<file path="config.mk">
export PLATFORM = sky130hd
export DESIGN_NAME = uart_tx_arbiter
export DESIGN_NICKNAME = d
export VERILOG_FILES = /design/src/rtl/uart_tx_arbiter.sv
export SDC_FILE = /design/constraint.sdc
export NUM_CORES = 1
export LEC_CHECK = 0
export CORE_UTILIZATION = 55
export CTS_BUF_LIST = sky130_fd_sc_hd__clkbuf_4 sky130_fd_sc_hd__clkbuf_8
export DETAILED_ROUTE_END_ITERATION = 12
export HOLD_SLACK_MARGIN = 0.12
export PLACE_DENSITY = 0.93
export SLEW_MARGIN = 20
export SYNTH_ARGS = -nofsm -noshare
export SYNTH_HDL_FRONTEND = slang
export SYNTH_SLANG_ARGS = --single-unit
</file>
<file path="constraint.sdc">
create_clock -name clk -period 2.6 [get_ports clk]
set_input_delay 0.52 -clock clk [delete_from_list [all_inputs] [get_ports clk]]
set_output_delay 0.52 -clock clk [all_outputs]
set_load 0.1 [all_outputs]
</file>
<file path="src/rtl/uart_tx_arbiter.sv">
// uart_tx_arbiter: round-robin share of one uart_tx among NUM_REQ byte producers.
// Define UART_ARB_LOCK_EN to hold the grant on one requester until its req_last byte completes.
module uart_tx_arbiter #(
   parameter int NUM_REQ = 2,
   parameter int BUSY_TIMEOUT = 4095,
   localparam int GW = NUM_REQ > 1 ? $clog2(NUM_REQ) : 1,
   localparam int CW = BUSY_TIMEOUT > 0 ? $clog2(BUSY_TIMEOUT + 1) : 1
) (
   input  logic                 clk,
   input  logic                 rst,
   input  logic [NUM_REQ-1:0]   req_valid,
   input  logic [8*NUM_REQ-1:0] req_data,
   input  logic [NUM_REQ-1:0]   req_last,
   output logic [NUM_REQ-1:0]   req_ready,
   output logic                 tx_start,
   output logic [7:0]           tx_data,
   input  logic                 tx_busy,
   output logic [GW-1:0]        grant_id,
   output logic                 active,
   output logic                 timeout_err
);
   typedef enum logic [2:0] {IDLE, LOAD, START, WAIT_HI, WAIT_LO} state_t;
   state_t state;
   logic [GW-1:0] ptr, sel, nxt_id;
   logic found;
   logic [CW-1:0] cnt;
   logic [NUM_REQ-1:0] vmask;
`ifdef UART_ARB_LOCK_EN
   logic locked;
   assign vmask = locked ? req_valid & (NUM_REQ'(1) << grant_id) : req_valid;
`else
   logic unused_last;
   assign unused_last = ^req_last;
   assign vmask = req_valid;
`endif
   assign nxt_id = (grant_id == GW'(NUM_REQ - 1)) ? '0 : grant_id + GW'(1);
   assign active = state != IDLE;
   // lowest valid index at or above ptr wins, otherwise lowest valid overall (wrap)
   always_comb begin
      sel = '0;
      found = 1'b0;
      for (int i = NUM_REQ - 1; i >= 0; i--) if (vmask[i]) begin
         sel = GW'(i);
         found = 1'b1;
      end
      for (int i = NUM_REQ - 1; i >= 0; i--) if (vmask[i] && GW'(i) >= ptr) sel = GW'(i);
   end
   always_ff @(posedge clk) begin
      if (rst) begin
         state <= IDLE;
         req_ready <= '0;
         tx_start <= 1'b0;
         tx_data <= '0;
         grant_id <= '0;
         timeout_err <= 1'b0;
         ptr <= '0;
         cnt <= '0;
`ifdef UART_ARB_LOCK_EN
         locked <= 1'b0;
`endif
      end else begin
         req_ready <= '0;
         tx_start <= 1'b0;
         case (state)
            IDLE: if (found && !tx_busy) begin
               tx_data <= req_data[{sel, 3'b000} +: 8];
               grant_id <= sel;
               req_ready <= NUM_REQ'(1) << sel;
`ifdef UART_ARB_LOCK_EN
               locked <= !req_last[sel];
`endif
               state <= LOAD;
            end
            LOAD: state <= START;
            START: begin
               tx_start <= 1'b1;
               cnt <= '0;
               state <= WAIT_HI;
            end
            WAIT_HI: if (tx_busy) state <= WAIT_LO;
            else if (cnt == CW'(BUSY_TIMEOUT)) begin
               timeout_err <= 1'b1;
               ptr <= nxt_id;
`ifdef UART_ARB_LOCK_EN
               locked <= 1'b0;
`endif
               state <= IDLE;
            end else cnt <= cnt + CW'(1);
            WAIT_LO: if (!tx_busy) begin
`ifdef UART_ARB_LOCK_EN
               ptr <= locked ? grant_id : nxt_id;
`else
               ptr <= nxt_id;
`endif
               state <= IDLE;
            end
            default: state <= IDLE;
         endcase
      end
   end
endmodule

</file>
==> impl_metrics.csv <==
group,metric,value,unit
grt,grt.busiest_layer,"met2",
detailed_routing,detail_route.iter0.violations,65,
sta,rsz0062_at_grt,"no",
final_layout,antenna_cells_inserted,0,
grt,groute.layer.met3.usage,0.05556,
sta,max_slew.worst_pin.slew,0.5579,ns
grt,grtUsageMet2,0.4837,
worst_setup_path,slowest_stage,"sky130_fd_sc_hd__or3_4",
sta,fmax,507.5,MHz
worst_setup_path,rrSetupSlack,0.77,ns
worst_setup_path,worst-setup-path-type,"reg -> out",
sta,shortest_clock_period_the_worst_path_allows_after_layout,1.970,ns
power,power,0.001114,W
clock_network,cts_made_buffers,5,
final_layout,synthToLayoutAreaGrowth,24.88,%
synth,synth_top_flop_cell,"sky130_fd_sc_hd__dfxtp_1",
grt,globalRouteOverflowTotal,0,
synth,synth.cell_area,0.001509,mm2
min_path,min-delay-path-class,"reg -> reg",
worst_setup_path,cpPeakStageDelay,0.45,ns
place,hpwl,2721,um
clock_network,h-tree-depth,2,
place,gpl.final_weighted_congestion,1.026,
detailed_routing,detailedRoute.firstPassIterationCount,5,
sta,final_report_setup_violation_count,0,
floorplanning,ios,37,
floorplanning,floorplan.die.width,54.38,um
clock_network,clkLatencyLatePin,0.32,ns
worst_setup_path,worstPathArrival,1.45,ns
clock_network,cts_max_path_buffers,2,
final_layout,number_of_nets_in_the_final_layout,233,
floorplanning,floorplan.die_area,0.002957,mm2
grt,grt_pass1_wl,5906,um
final_layout,final_layout_size_suffix_gt1_frac,0.1524,
detailed_routing,ant_nets,0,
synth,number_of_synthesized_flops_with_an_enable_pin,0,
worst_setup_path,kind_of_cell_adding_the_most_delay_to_the_critical_path,"simple AND/OR/NAND/NOR gates",
floorplanning,chip_height,54.38,um
detailed_routing,vias,1515,
sta,setup_tns,0,ns
synth,mappedNetlistNets,199,
grt,grt_max_degree,27,
floorplanning,core_box_area,0.002545,mm2
worst_setup_path,cp.required,2.08,ns
sta,final.period_utilization,0.7578,
worst_setup_path,crit_path_max_fanout,12,
power,leakage,0.7431,nW
final_layout,finish.utilization,0.7404,
worst_setup_path,crit_chain,"or3_4 -> buf_4",
sta,skew,0.007513,ns
grt,met1_usage,0.3288,
floorplanning,rows,18,
sta,slew_headroom,0.6249,
flow_run,drv.max_cap_violation_count,0,
clock_network,cts_setup_buffers,0,
worst_setup_path,cp-end-kind,"primary output",
floorplanning,initial_util,0.5929,
grt,grt_usage,0.2750,
clock_network,ctsRootBufferMaster,"sky130_fd_sc_hd__clkbuf_4",
worst_setup_path,critical_path_launch_point_type,"flop",
clock_network,cts_resized,0,
synth,ys.warnings.count,0,
worst_setup_path,cp_num_buf_inv,1,
power,worst_ir_drop_vdd,0.4927,mV
detailed_routing,drc,0,
clock_network,clk_pin_slew,0.09,ns
detailed_routing,routed_wirelength,3740,um
synth,ys_seq_elements,29,
synth,syn_area_per_cell,8.623,um2
place,preCtsSetupSlack,0.3769,ns
outcome,status,"completed",
clock_network,clock-sinks,29,
place,port_buffers,34,
final_layout,layout_common_cells,"29 x sky130_fd_sc_hd__dfxtp_1, 20 x sky130_fd_sc_hd__clkdlybuf4s50_1, 18 x sky130_fd_sc_hd__nor2_1",
detailed_routing,drt-vias-per-instance,6.313,
clock_network,cts_hold_buf,0,
synth,synthArstFlopShare,0,
final_layout,commonest_non_fill_non_tap_cell_in_the_layout,"sky130_fd_sc_hd__dfxtp_1",
clock_network,tritoncts,"built",
synth,ys_seq_area_frac,0.3847,
grt,antenna_found_initial,0,
grt,grt_pass1_vias,1372,
sta,final_hold_violating_endpoints,0,
sta,final_report_max_slew_violation_count,0,
synth,yosysUniqueCellTypes,45,
power,pwr_cell_area,591.4,mW/mm2
sta,timing.final.ws_setup,0.6296,ns
synth,synthesis.instances,175,
detailed_routing,routed_wire_length_per_instance,15.58,um
## synthesized netlist by cell type, drive strengths merged, types with 2 or more instances
cell type / number / area share
nand3b: 3 / 0.015
mux2i: 8 / 0.053
a21oi: 10 / 0.033
and3b: 2 / 0.012
nor4: 4 / 0.031
nand3: 11 / 0.036
o21ai: 8 / 0.027
o31ai: 3 / 0.015
a211oi: 8 / 0.040
nor3b: 4 / 0.023
or4: 2 / 0.0099
o311ai: 2 / 0.012
inv: 5 / 0.012
nand4b: 2 / 0.012
nand4: 4 / 0.017
o211ai: 2 / 0.0099
and3: 6 / 0.025
a31oi: 5 / 0.021
nor3: 4 / 0.021
or3: 2 / 0.012
dfxtp: 29 / 0.38
nor2: 18 / 0.045
clkbuf: 5 / 0.012
buf: 5 / 0.021
nand2: 9 / 0.022
## per-stage QoR
step | cells | instance area, um2 | hold slack (ns)
after detailed placement | 232 | 1824 | 0.4727
final | 240 | 1884 | 0.4956
after CTS | 240 | 1884 | 0.4953
after global placement | 232 | 1824 | 0.4608
after floorplan | 175 | 1509 | 0.4619
after global routing | 240 | 1884 | 0.5134
## final timing paths
| path | start | endpoint | depth (start not counted) |
|---|---|---|---|
| worst max-delay path | state[0]$_SDFFE_PP0P_ | active | 2 |
| worst max register to register | state[0]$_SDFFE_PP0P_ | tx_data[7]$_SDFFE_PP0P_ | 5 |
| worst min register to register | timeout_err$_SDFFE_PP0P_ | timeout_err$_SDFFE_PP0P_ | 2 |
| worst min-delay path | timeout_err$_SDFFE_PP0P_ | timeout_err$_SDFFE_PP0P_ | 2 |
## per-layer routing
layer  vias up  part of all wire
met5         -                 0
met4         0             0.019
met3        15             0.068
met2        73              0.48
met1       693              0.43
li1        734                 -
## worst min-delay path, cell delays in order (launching register included)
cell	delay [ns]
sky130_fd_sc_hd__dfxtp_1	0.34
sky130_fd_sc_hd__a21oi_1	0.04
sky130_fd_sc_hd__nor2_1	0.08
## state kept, by name (all words and copies together) (netlist names)
register and cells:
tx_data 8, cnt 12, ptr 1, timeout_err 1, state 3, req_ready 2
grant_id 1, tx_start 1
## layout make-up
type / count / area [um2]
inverters: 5 / 18.77
clock buffers: 8 / 60.06
fillers: 184 / 660.6
multi-input cells: 131 / 859.6
flip-flops and latches: 29 / 580.6
repair buffers: 37 / 327.8
well taps: 30 / 37.54
## power breakdown
group / leakage [nW] / switching (W) / internal (W)
Sequential: 0.236 / 0.0000225 / 0.000468
Clock: 0.0368 / 0.000152 / 0.000139
Combinational: 0.470 / 0.000235 / 0.0000987
Total: 0.743 / 0.000409 / 0.000705
## cell families (layout without fill, tap and decap cells)
family	after synthesis	in the layout	share of synthesized area
flops	29	29	0.3847
mux	9	9	0.06053
fa+ha+maj	1	1	0.008291
buf+inv	15	50	0.04561
simple gates	77	77	0.3118
compound gates	44	44	0.1891
Note: power is estimated with default switching activity, not from simulation.
